`src/rtl/cpu_cycle_sequencer_if.sv`:
```
// Bus bundle between the cycle sequencer, the opcode decoders and the data bus.
// HALT_SUPPORT_EN adds the i_Halt/i_Wake/o_Halted signals.
interface cpu_cycle_sequencer_if #(
  parameter int COUNT_W = 8
);
  logic               i_Stall;
  logic               i_IR_Fetch;
  logic               i_Disable_CB;
  logic [7:0]         i_Data;
  logic [3:0]         o_Cycle_Step;
  logic [COUNT_W-1:0] o_Cycle_Count;
  logic [7:0]         o_IR;
  logic [7:0]         o_Z;
  logic               o_CB_Active;
  logic               o_Prefix_Fetch;
  logic               o_Overflow;
`ifdef HALT_SUPPORT_EN
  logic               i_Halt;
  logic               i_Wake;
  logic               o_Halted;
`endif

  // Sequencer side: produces the timing vectors and latched opcodes.
  modport master (
    input  i_Stall, i_IR_Fetch, i_Disable_CB, i_Data,
`ifdef HALT_SUPPORT_EN
    input  i_Halt, i_Wake,
    output o_Halted,
`endif
    output o_Cycle_Step, o_Cycle_Count, o_IR, o_Z,
    output o_CB_Active, o_Prefix_Fetch, o_Overflow
  );

  // Decoder / bus side: supplies strobes and data, consumes timing.
  modport slave (
    output i_Stall, i_IR_Fetch, i_Disable_CB, i_Data,
`ifdef HALT_SUPPORT_EN
    output i_Halt, i_Wake,
    input  o_Halted,
`endif
    input  o_Cycle_Step, o_Cycle_Count, o_IR, o_Z,
    input  o_CB_Active, o_Prefix_Fetch, o_Overflow
  );
endinterface

```
`src/rtl/cpu_cycle_sequencer.sv`:
```
// T-state / M-cycle sequencer with opcode latches and CB-prefix state machine.
// Optional HALT state is enabled by defining HALT_SUPPORT_EN.
module cpu_cycle_sequencer #(
  parameter int         COUNT_W  = 8,
  parameter logic [7:0] RESET_IR = 8'h00
) (
  input logic                   i_Clk,
  input logic                   i_Reset,
  cpu_cycle_sequencer_if.master bus
);

  localparam logic [7:0] CB_PREFIX = 8'hCB;

  typedef enum logic [1:0] {
    ST_NORMAL,
    ST_PREFIX,
    ST_CB
`ifdef HALT_SUPPORT_EN
    , ST_HALT
`endif
  } state_t;

  state_t             state_q, state_d;
  logic [3:0]         step_q, step_d;
  logic [COUNT_W-1:0] count_q, count_d;
  logic [7:0]         ir_q, ir_d;
  logic [7:0]         z_q, z_d;
  logic               cb_active_q, cb_active_d;
  logic               prefix_fetch_q, prefix_fetch_d;
  logic               overflow_q, overflow_d;
  logic               boundary;
  logic               fetch_now;
  logic               halt_req;
`ifdef HALT_SUPPORT_EN
  logic               halted_q, halted_d;
  assign halt_req = bus.i_Halt;
`else
  assign halt_req = 1'b0;
`endif

  assign boundary = !bus.i_Stall && step_q[3];

  // A stray fetch strobe inside CB without the done strobe still ends the instruction.
  always_comb begin
    case (state_q)
      ST_PREFIX: fetch_now = prefix_fetch_q;
      ST_CB:     fetch_now = bus.i_IR_Fetch || bus.i_Disable_CB;
`ifdef HALT_SUPPORT_EN
      ST_HALT:   fetch_now = 1'b1;
`endif
      default:   fetch_now = bus.i_IR_Fetch;
    endcase
  end

  always_comb begin
    state_d        = state_q;
    step_d         = step_q;
    count_d        = count_q;
    ir_d           = ir_q;
    z_d            = z_q;
    cb_active_d    = cb_active_q;
    prefix_fetch_d = prefix_fetch_q;
    overflow_d     = overflow_q;
`ifdef HALT_SUPPORT_EN
    halted_d       = halted_q;
`endif

    if (!bus.i_Stall) begin
      step_d = {step_q[2:0], step_q[3]};
    end

    if (boundary) begin
      if (fetch_now) begin
        count_d = COUNT_W'(1);
      end else if (count_q[COUNT_W-1]) begin
        overflow_d = 1'b1;
      end else begin
        count_d = count_q << 1;
      end

      case (state_q)
        ST_NORMAL: begin
          if (bus.i_IR_Fetch && !halt_req) begin
            ir_d = bus.i_Data;
            if (bus.i_Data == CB_PREFIX) begin
              state_d        = ST_PREFIX;
              prefix_fetch_d = 1'b1;
            end
          end
`ifdef HALT_SUPPORT_EN
          if (bus.i_IR_Fetch && halt_req) begin
            state_d  = ST_HALT;
            halted_d = 1'b1;
          end
`endif
        end
        ST_PREFIX: begin
          z_d            = bus.i_Data;
          state_d        = ST_CB;
          prefix_fetch_d = 1'b0;
          cb_active_d    = 1'b1;
        end
        ST_CB: begin
          if (fetch_now) begin
            cb_active_d = 1'b0;
            ir_d        = bus.i_Data;
            if (bus.i_Data == CB_PREFIX) begin
              state_d        = ST_PREFIX;
              prefix_fetch_d = 1'b1;
            end else begin
              state_d = ST_NORMAL;
            end
          end
        end
`ifdef HALT_SUPPORT_EN
        ST_HALT: begin
          if (bus.i_Wake) begin
            state_d  = ST_NORMAL;
            halted_d = 1'b0;
          end
        end
`endif
        default: state_d = ST_NORMAL;
      endcase
    end
  end

  always_ff @(posedge i_Clk) begin
    if (i_Reset) begin
      state_q        <= ST_NORMAL;
      step_q         <= 4'b0001;
      count_q        <= COUNT_W'(1);
      ir_q           <= RESET_IR;
      z_q            <= 8'h00;
      cb_active_q    <= 1'b0;
      prefix_fetch_q <= 1'b0;
      overflow_q     <= 1'b0;
`ifdef HALT_SUPPORT_EN
      halted_q       <= 1'b0;
`endif
    end else begin
      state_q        <= state_d;
      step_q         <= step_d;
      count_q        <= count_d;
      ir_q           <= ir_d;
      z_q            <= z_d;
      cb_active_q    <= cb_active_d;
      prefix_fetch_q <= prefix_fetch_d;
      overflow_q     <= overflow_d;
`ifdef HALT_SUPPORT_EN
      halted_q       <= halted_d;
`endif
    end
  end

  assign bus.o_Cycle_Step   = step_q;
  assign bus.o_Cycle_Count  = count_q;
  assign bus.o_IR           = ir_q;
  assign bus.o_Z            = z_q;
  assign bus.o_CB_Active    = cb_active_q;
  assign bus.o_Prefix_Fetch = prefix_fetch_q;
  assign bus.o_Overflow     = overflow_q;
`ifdef HALT_SUPPORT_EN
  assign bus.o_Halted       = halted_q;
`endif

endmodule

```
`src/flat_wrapper.sv`:
```
// flat-port wrapper written by rule: the top's interface ports become plain ports
module cpu_cycle_sequencer_flat 
#(
  parameter int         COUNT_W  = 8,
  parameter logic [7:0] RESET_IR = 8'h00
)
  (i_Clk, i_Reset, bus_i_Stall, bus_i_IR_Fetch, bus_i_Disable_CB, bus_i_Data, bus_o_Cycle_Step, bus_o_Cycle_Count, bus_o_IR, bus_o_Z, bus_o_CB_Active, bus_o_Prefix_Fetch, bus_o_Overflow);
  cpu_cycle_sequencer_if #(.COUNT_W(COUNT_W)) bus_i ();
  input logic i_Clk;
  input logic i_Reset;
  input wire logic [$bits(bus_i.i_Stall)-1:0] bus_i_Stall;
  input wire logic [$bits(bus_i.i_IR_Fetch)-1:0] bus_i_IR_Fetch;
  input wire logic [$bits(bus_i.i_Disable_CB)-1:0] bus_i_Disable_CB;
  input wire logic [$bits(bus_i.i_Data)-1:0] bus_i_Data;
  output wire logic [$bits(bus_i.o_Cycle_Step)-1:0] bus_o_Cycle_Step;
  output wire logic [$bits(bus_i.o_Cycle_Count)-1:0] bus_o_Cycle_Count;
  output wire logic [$bits(bus_i.o_IR)-1:0] bus_o_IR;
  output wire logic [$bits(bus_i.o_Z)-1:0] bus_o_Z;
  output wire logic [$bits(bus_i.o_CB_Active)-1:0] bus_o_CB_Active;
  output wire logic [$bits(bus_i.o_Prefix_Fetch)-1:0] bus_o_Prefix_Fetch;
  output wire logic [$bits(bus_i.o_Overflow)-1:0] bus_o_Overflow;
  assign bus_i.i_Stall = bus_i_Stall;
  assign bus_i.i_IR_Fetch = bus_i_IR_Fetch;
  assign bus_i.i_Disable_CB = bus_i_Disable_CB;
  assign bus_i.i_Data = bus_i_Data;
  assign bus_o_Cycle_Step = bus_i.o_Cycle_Step;
  assign bus_o_Cycle_Count = bus_i.o_Cycle_Count;
  assign bus_o_IR = bus_i.o_IR;
  assign bus_o_Z = bus_i.o_Z;
  assign bus_o_CB_Active = bus_i.o_CB_Active;
  assign bus_o_Prefix_Fetch = bus_i.o_Prefix_Fetch;
  assign bus_o_Overflow = bus_i.o_Overflow;
  cpu_cycle_sequencer #(.COUNT_W(COUNT_W), .RESET_IR(RESET_IR)) u_core (.i_Clk(i_Clk), .i_Reset(i_Reset), .bus(bus_i));
endmodule
```
`config.mk`:
```
export PLATFORM = sky130hd
export DESIGN_NAME = cpu_cycle_sequencer_flat
export DESIGN_NICKNAME = d
export VERILOG_FILES = /design/src/rtl/cpu_cycle_sequencer_if.sv /design/src/rtl/cpu_cycle_sequencer.sv /design/src/flat_wrapper.sv
export SDC_FILE = /design/constraint.sdc
export NUM_CORES = 1
export LEC_CHECK = 0
export BUFFER_PORTS_ARGS = -buffer_cell sky130_fd_sc_hd__buf_2
export CAP_MARGIN = 15
export CORE_MARGIN = 2
export CORE_UTILIZATION = 50
export DETAILED_ROUTE_END_ITERATION = 10
export PLACE_DENSITY = 0.82
export SYNTH_ARGS = -nofsm -noshare
export SYNTH_HDL_FRONTEND = slang
export SYNTH_SLANG_ARGS = --single-unit
```
`constraint.sdc`:
```
create_clock -name i_Clk -period 2.25 [get_ports i_Clk]
set_input_delay 0.45 -clock i_Clk [delete_from_list [all_inputs] [get_ports i_Clk]]
set_output_delay 0.45 -clock i_Clk [all_outputs]
set_load 0.005 [all_outputs]
```
==> results of run 1 <==
metrics by stage:
stage	instance area [um^2]	power (uW)	util, %	setup slack [ns]
detailed placement	1740	665	62.0	0.245
floorplan	1510	642	-	0.394
global route	1820	1150	65.0	0.0650
CTS	1820	1120	65.0	0.213
finish	1820	1110	65.0	0.202
global placement	1740	663	62.0	0.325
layout make-up:
| type | count | share of cell area [%] |
|---|---|---|
| inverters | 7 | 1.44 |
| multi-input cells | 116 | 43.0 |
| flip-flops and latches | 33 | 36.2 |
| repair buffers | 45 | 12.6 |
| clock buffers | 5 | 2.06 |
| well taps | 31 | 2.13 |
| clock inverters | 3 | 2.54 |
synth_stat cells (all sizes together), types with 2 or more instances:
library cell and number:
buf 4, mux2i 5, nand2 11, nor2b 2, o32ai 4, a221oi 3
nand2b 11, o22ai 4, nor3 2, a221o 2, o21ai 9, a211oi 2
dfxtp 33, a21oi 20, ha 7, nand3 16, clkbuf 4, inv 7
nor2 6
power by group through the flow:
stage,sequential (uW),clock [uW],combinational (uW)
3_5_place_dp,606,0,59.8
5_1_grt,593,489,66.5
6_report,592,458,60.4
4_1_cts,592,464,59.9
3_3_place_gp,605,0,58.3
2_1_floorplan,606,0,36.3
cells by family after synthesis:
kind of cell / share of synthesized area, %
AOI/OAI and AO/OA: 23.8
adders and majority gates: 5.81
buffers and inverters: 4.07
DFF: 43.9
muxes: 3.32
and+or+nand+nor: 19.2
worst reg2reg max path, delay by kind of cell, from the launching register on:
kind	cells	cell delay [ns]
adder cells (fa/ha/maj)	1	0.34
flip-flops	1	0.45
buffers and inverters	1	0.13
AND/OR/NAND/NOR	1	0.10
AO/OA/AOI/OAI	3	0.94
per-layer routing:
metal	routed length, um	global-route usage (%)	vias up	share of wire (%)
li1	-	-	692	-
met1	1590	27.0	606	46
met4	41	5.84	0	1.2
met3	237	8.13	7	6.9
met2	1580	34.8	39	46
met5	0	0	-	0
flip-flops by register name, summed over array words and instances, names as in the netlist:
register,cells
u_core.bus.o_CB_Active,1
u_core.bus.o_Cycle_Count,8
u_core.bus.o_Cycle_Step,4
u_core.bus.o_IR,8
u_core.bus.o_Overflow,1
u_core.bus.o_Prefix_Fetch,1
u_core.bus.o_Z,8
u_core.state_q,2
how the worst max path moves through the flow:
stage,start,endpoint,cells past startpoint
global route,u_core.state_q[1],u_core.bus.o_Prefix_Fetch,6
finish,u_core.state_q[1],u_core.bus.o_Prefix_Fetch,6
detailed placement,u_core.state_q[0],u_core.bus.o_Prefix_Fetch,6
CTS,u_core.state_q[1],u_core.bus.o_Prefix_Fetch,6
global placement,u_core.state_q[1],u_core.bus.o_Prefix_Fetch,6
floorplan,u_core.state_q[0],u_core.bus.o_Prefix_Fetch,6
==> key figures, run 1 <==
Pwr
  • Combinational power share: under 10%
  • Sw Ratio: roughly a quarter
  • Power per cell area: 609 nW/um^2
  • Int Pwr: between 800 and 900 uW
  • Sw Pwr: roughly 260 uW
  • Power share of the sequential group: around 53%
  • Clock network fraction of total power: between 40% and 50%
  • Leak pwr: 0.000751 uW
  • VDD IR-drop max: between 0.0006 and 0.0007 V

CTS
  • CTS H-tree depth: 2
  • Clock Sinks: 33
  • Post-CTS setup repair buffer count: 0
  • CTS tree: yes
  • Hold_buf cts: 0
  • Post-CTS resize count: 0
  • Longest Clk Path Bufs: 2
  • Clock Latency Late Sink: between 0.3 and 0.4 ns
  • Clock buffer count from CTS: 5
  • Reg clk slew, reported paths: approximately 0.12 ns
  • Root Driver: clkbuf_4

Setup path
  • Crit Path Max Fanout: 6
  • CP Capture Type: flop
  • CP delay by family, top: compound AO/OA/AOI/OAI gates
  • Cells on worst reg2reg path: 6
  • Worst EP required: 2.52 ns
  • FF-to-FF setup slack: slightly above 0.2 ns
  • Max stage delay cell, worst path: dfxtp_1
  • Crit-path cells: inv_1 > ha_1 > nor2_1 > a221o_1 > a2111o_1 > a221oi_2
  • CP Buf/Inv Count: 1
  • Worst r2r src: u_core.state_q[1]
  • Crit-path max cell delay: ~0.45 ns
  • Crit path DAT: roughly 2.3 ns
  • Critical path class: reg2reg
  • Startpoint types: flop
  • Capturing point of the worst reg2reg path: u_core.bus.o_Prefix_Fetch

Timing
  • Unrepaired setup endpoints after global routing: no
  • Fin crit period: between 2 and 2.5 ns
  • Slew margin rel.: 59.2%
  • Worst clock skew: about 0.013 ns
  • Final setup vio count: 0
  • Fin. max-slew vios: 0
  • Worst hold margin: between 0.3 and 0.4 ns
  • Worst slew pin tran: 0.612 ns
  • Sum Neg Setup Slack: 0 ns
  • Fmax: roughly 490 MHz
  • Fin crit share: approximately 91%
  • Hold Fails Final Rpt: 0

Place
  • Dpl hpwl: 2520 um
  • GP Congestion: 0.860
  • Dpl cells: roughly 230
  • IO Port Bufs: 43

Logic synthesis
  • Yosys reg bits: 33
  • Post-synth EDFFs: 0
  • Register area share after synthesis: between 40 and 50%
  • Syn nets: ~180
  • Post-synth top area cell: dfxtp_1
  • Netlist cell types: 36
  • Mapped cell area: around 1500 um^2
  • Syn Inst Count: 164
  • Synth top area share: 43.9%
  • Synth Flop Type: dfxtp_1
  • Ys async rst share: 0%
  • Synth Warn #: 0
  • Synthesized area per cell: 9.19 um^2
  • Area contributors post-synth: dfxtp_1 44%, a21oi_1 6.6%, ha_1 5.8%, nand3_1 5.3%, nand2b_1 4.2%

Drt
  • Final wirelength: 3460 um
  • Drt first pass iters: 7
  • Antenna Nets Post-Route: 0
  • Routed WL per cell: between 10 and 15 um
  • Vias per cell: between 5 and 6
  • Detailed router's first-iteration violation count: 55
  • Vias: ~1300
  • Post-route DRC: 4

Min path
  • Endpoint of the worst hold path: u_core.bus.o_IR[2]
  • Hold path cells: 3
  • Hold path start: bus_i_Data[2]
  • HP Class: in2reg

Run status
  • Failing checks: design-rule violations
  • Status: finished with violations

Floorplan
  • Core Area: between 2000 and 3000 um^2
  • Die Y: 58.9 um
  • Die Wd: ~59 um
  • Initial Util: between 50 and 60%
  • Die ar.: around 3500 um^2
  • # IOs: 44
  • Row count: 19

Final layout
  • Most common cell after layout, fill and taps aside: buf_2
  • Number of fill cells: between 200 and 250
  • Diode count: 0
  • Layout cells sized above 1: between 20 and 30%
  • Storage element area: around 660 um^2
  • Synthesis-to-finish area growth: 21.1%
  • Most frequent cells in the layout: 43 x buf_2, 33 x dfxtp_1, 20 x a21oi_1
  • Non-filler cells, final: 240
  • Nets: ~230
  • Area of the multi-input gates: roughly 780 um^2

Job
  • Max-Cap Viols: 0

GRT
  • Vias in the first global route: between 1000 and 1500
  • Grt ovf: 0
  • Global-route wire length before repair: 5640 um
  • GRT Overall Usage: between 20% and 30%
  • Initial antenna violation count: 0
  • Largest net degree at the start of global routing: 38
Note: power is estimated with default switching activity, not from simulation.
==> inputs of run 2 (changes only) <==
--- a/config.mk
+++ b/config.mk
@@ -8,9 +8,11 @@
 export BUFFER_PORTS_ARGS = -buffer_cell sky130_fd_sc_hd__buf_2
 export CAP_MARGIN = 15
 export CORE_MARGIN = 2
-export CORE_UTILIZATION = 50
+export CORE_UTILIZATION = 53
+export CTS_BUF_LIST = sky130_fd_sc_hd__clkbuf_2
 export DETAILED_ROUTE_END_ITERATION = 10
-export PLACE_DENSITY = 0.82
+export PLACE_DENSITY = 0.85
+export RECOVER_POWER = 100
 export SYNTH_ARGS = -nofsm -noshare
 export SYNTH_HDL_FRONTEND = slang
 export SYNTH_SLANG_ARGS = --single-unit
==> run 2 against run 1 <==
Count of clock-buffer cells in the layout is 1 higher. Cell area is 2.5% lower. Sequential power hardly changed. Critical path depth stayed put. Critical path type unchanged. Largest cell class unchanged. Sequential cell count stayed put. Routed wire length is 0.26% lower. The run now ends clean.
==> key figures, run 2 (synthesized netlist as in run 1, its figures left out) <==
GRT
  • Largest net degree at the start of global routing: 38 (unchanged)
  • Grt ovf: 0 (unchanged)
  • GRT Overall Usage: 23.0% (+1.5 points)
  • Global-route wire length before repair: 5840 um (+3.5%)
  • Initial antenna violation count: 0 (unchanged)
  • Vias in the first global route: 1330 (+4.1%)

Floorplan
  • Row count: 19 (unchanged)
  • # IOs: 44 (unchanged)
  • Die Y: 57.3 um (-2.7%)
  • Die ar.: 3290 um^2 (-5.3%)
  • Die Wd: 57.3 um (-2.7%)
  • Core Area: 2730 um^2 (-2.5%)
  • Initial Util: 55.1% (+1.4 points)

Timing
  • Fin. max-slew vios: 0 (unchanged)
  • Fin crit share: 93.3% (+2.3 points)
  • Hold Fails Final Rpt: 0 (unchanged)
  • Sum Neg Setup Slack: 0 ns (unchanged)
  • Worst clock skew: 0.0162 ns (+0.00312 ns)
  • Slew margin rel.: 4.82% (-54 points)
  • Final setup vio count: 0 (unchanged)
  • Worst hold margin: 0.318 ns (-0.0382 ns)
  • Unrepaired setup endpoints after global routing: no
  • Worst slew pin tran: 1.43 ns (+0.816 ns)
  • Fmax: 476 MHz (-2.5%)
  • Fin crit period: 2.10 ns (+0.0523 ns)

Setup path
  • CP delay by family, top: compound AO/OA/AOI/OAI gates
  • Crit Path Max Fanout: 5 (-1)
  • Critical path class: reg2reg
  • Crit-path cells: inv_1 > ha_1 > nor2_1 > a221o_1 > a2111o_1 > a221oi_2
  • Crit path DAT: 2.39 ns (+0.07 ns)
  • CP Buf/Inv Count: 1 (unchanged)
  • Worst EP required: 2.54 ns (+0.02 ns)
  • CP Capture Type: flop
  • Max stage delay cell, worst path: dfxtp_1
  • Crit-path max cell delay: 0.45 ns (about the same)
  • Startpoint types: flop

Pwr
  • Sw Pwr: 239 uW (-9.2%)
  • Combinational power share: 5.8% (+0.4 points)
  • Sw Ratio: 23.0% (-0.74 points)
  • Power share of the sequential group: 56.9% (+3.6 points)
  • Total power: 1040 uW (-6.3%)
  • VDD IR-drop max: 0.000580 V (-4.4%)
  • Clock network fraction of total power: 37.2% (-4.0 points)
  • Int Pwr: 802 uW (-5.3%)
  • Leak pwr: 0.000683 uW (-9.0%)
  • Power per cell area: 586 nW/um^2 (-3.8%)

CTS
  • Clock Latency Late Sink: 0.39 ns (+0.04 ns)
  • Longest Clk Path Bufs: 2 (unchanged)
  • Post-CTS resize count: 0 (unchanged)
  • Hold_buf cts: 0 (unchanged)
  • Clock Sinks: 33 (unchanged)
  • Post-CTS setup repair buffer count: 0 (unchanged)
  • Reg clk slew, reported paths: 0.17 ns (+0.05 ns)
  • Root Driver: clkbuf_2
  • CTS H-tree depth: 2 (unchanged)
  • CTS tree: yes
  • Clock buffer count from CTS: 5 (unchanged)

Final layout
  • Layout cells sized above 1: 21.6% (-8.0 points)
  • Number of fill cells: 248 (+2.5%)
  • Most common cell after layout, fill and taps aside: dfxtp_1
  • Nets: 227 (-0.44%)
  • Synthesis-to-finish area growth: 18.0%
  • Diode count: 0 (unchanged)
  • Most frequent cells in the layout: 33 x dfxtp_1, 28 x buf_2, 20 x a21oi_1
  • Post-layout util: 65.0% (about the same)
  • Non-filler cells, final: 239 (-0.42%)

Place
  • Dpl hpwl: 2570 um (+2.0%)
  • IO Port Bufs: 43 (unchanged)
  • GP Congestion: 0.781 (-9.1%)
  • Dpl cells: 231 (-0.43%)

Drt
  • Detailed router's first-iteration violation count: 63 (+15%)
  • Vias: 1393 (+3.6%)
  • Drt first pass iters: 4 (-3)
  • Vias per cell: 5.83 (+4.1%)
  • Post-route DRC: 0 (-4)
  • Routed WL per cell: 14.4 um (+0.16%)
  • Final wirelength: 3450 um (-0.26%)
  • Antenna Nets Post-Route: 0 (unchanged)

Run status
  • Status: complete, no violations

Job
  • Max-Cap Viols: 0 (unchanged)

Min path
  • HP Class: in2reg
## run 2: changes by cell type in the layout (fill, tap and decap cells not counted), sizes merged
cell / change
clkinvlp: -1
clkbuf: +16
buf: -16
## run 2: area by class of cell
| class | count | area [um^2] | area share (%) |
|---|---|---|---|
| clock buffer | 6 | 30.0 | 1.69 |
| clock inverter | 2 | 33.8 | 1.90 |
| inverter | 7 | 26.3 | 1.48 |
| multi-input combinational | 116 | 785 | 44.1 |
| sequential | 33 | 661 | 37.2 |
| tap | 31 | 38.8 | 2.18 |
| timing repair buffer | 44 | 204 | 11.5 |
## run 2: per-layer routing
metal	part of all wire (%)	global-route usage, %	up-vias	routed length [um]
met5	0	0	-	0
met4	1.2	7.31	0	40
met3	7.0	7.71	5	242
met2	50	41.1	50	1720
met1	42	25.7	652	1450
li1	-	-	686	-
## run 2: final timing paths
check,from,end,slack [ns],cells after the start
worst max-delay path,u_core.state_q[0],u_core.bus.o_Prefix_Fetch,0.15,6
worst min-delay path,bus_i_Data[0],u_core.bus.o_Z[0],0.32,3
worst max register to register,u_core.state_q[0],u_core.bus.o_Prefix_Fetch,0.15,6
worst min register to register,u_core.bus.o_Z[0],u_core.bus.o_Z[0],0.47,2
## run 2: per-stage QoR
step                      setup WS, ns  cell area [um^2]
after floorplan                  0.394              1510
after global routing            0.0320              1780
final                            0.150              1780
after detailed placement         0.222              1730
after global placement           0.346              1730
after CTS                        0.163              1800
## run 2: worst min-delay path, delay by kind of cell
| kind | cells | cell delay [ns] |
|---|---|---|
| buffers and inverters | 1 | 0.11 |
| and+or+nand+nor | 1 | 0.07 |
| AOI/OAI and AO/OA | 1 | 0.05 |
## run 2: power by group through the flow
stage          clock, uW  sequential, uW  combinational [uW]
2_1_floorplan          0             606                36.3
3_3_place_gp           0             605                58.5
3_5_place_dp           0             605                61.1
4_1_cts              393             593                61.3
5_1_grt              417             594                67.0
6_report             388             593                60.9
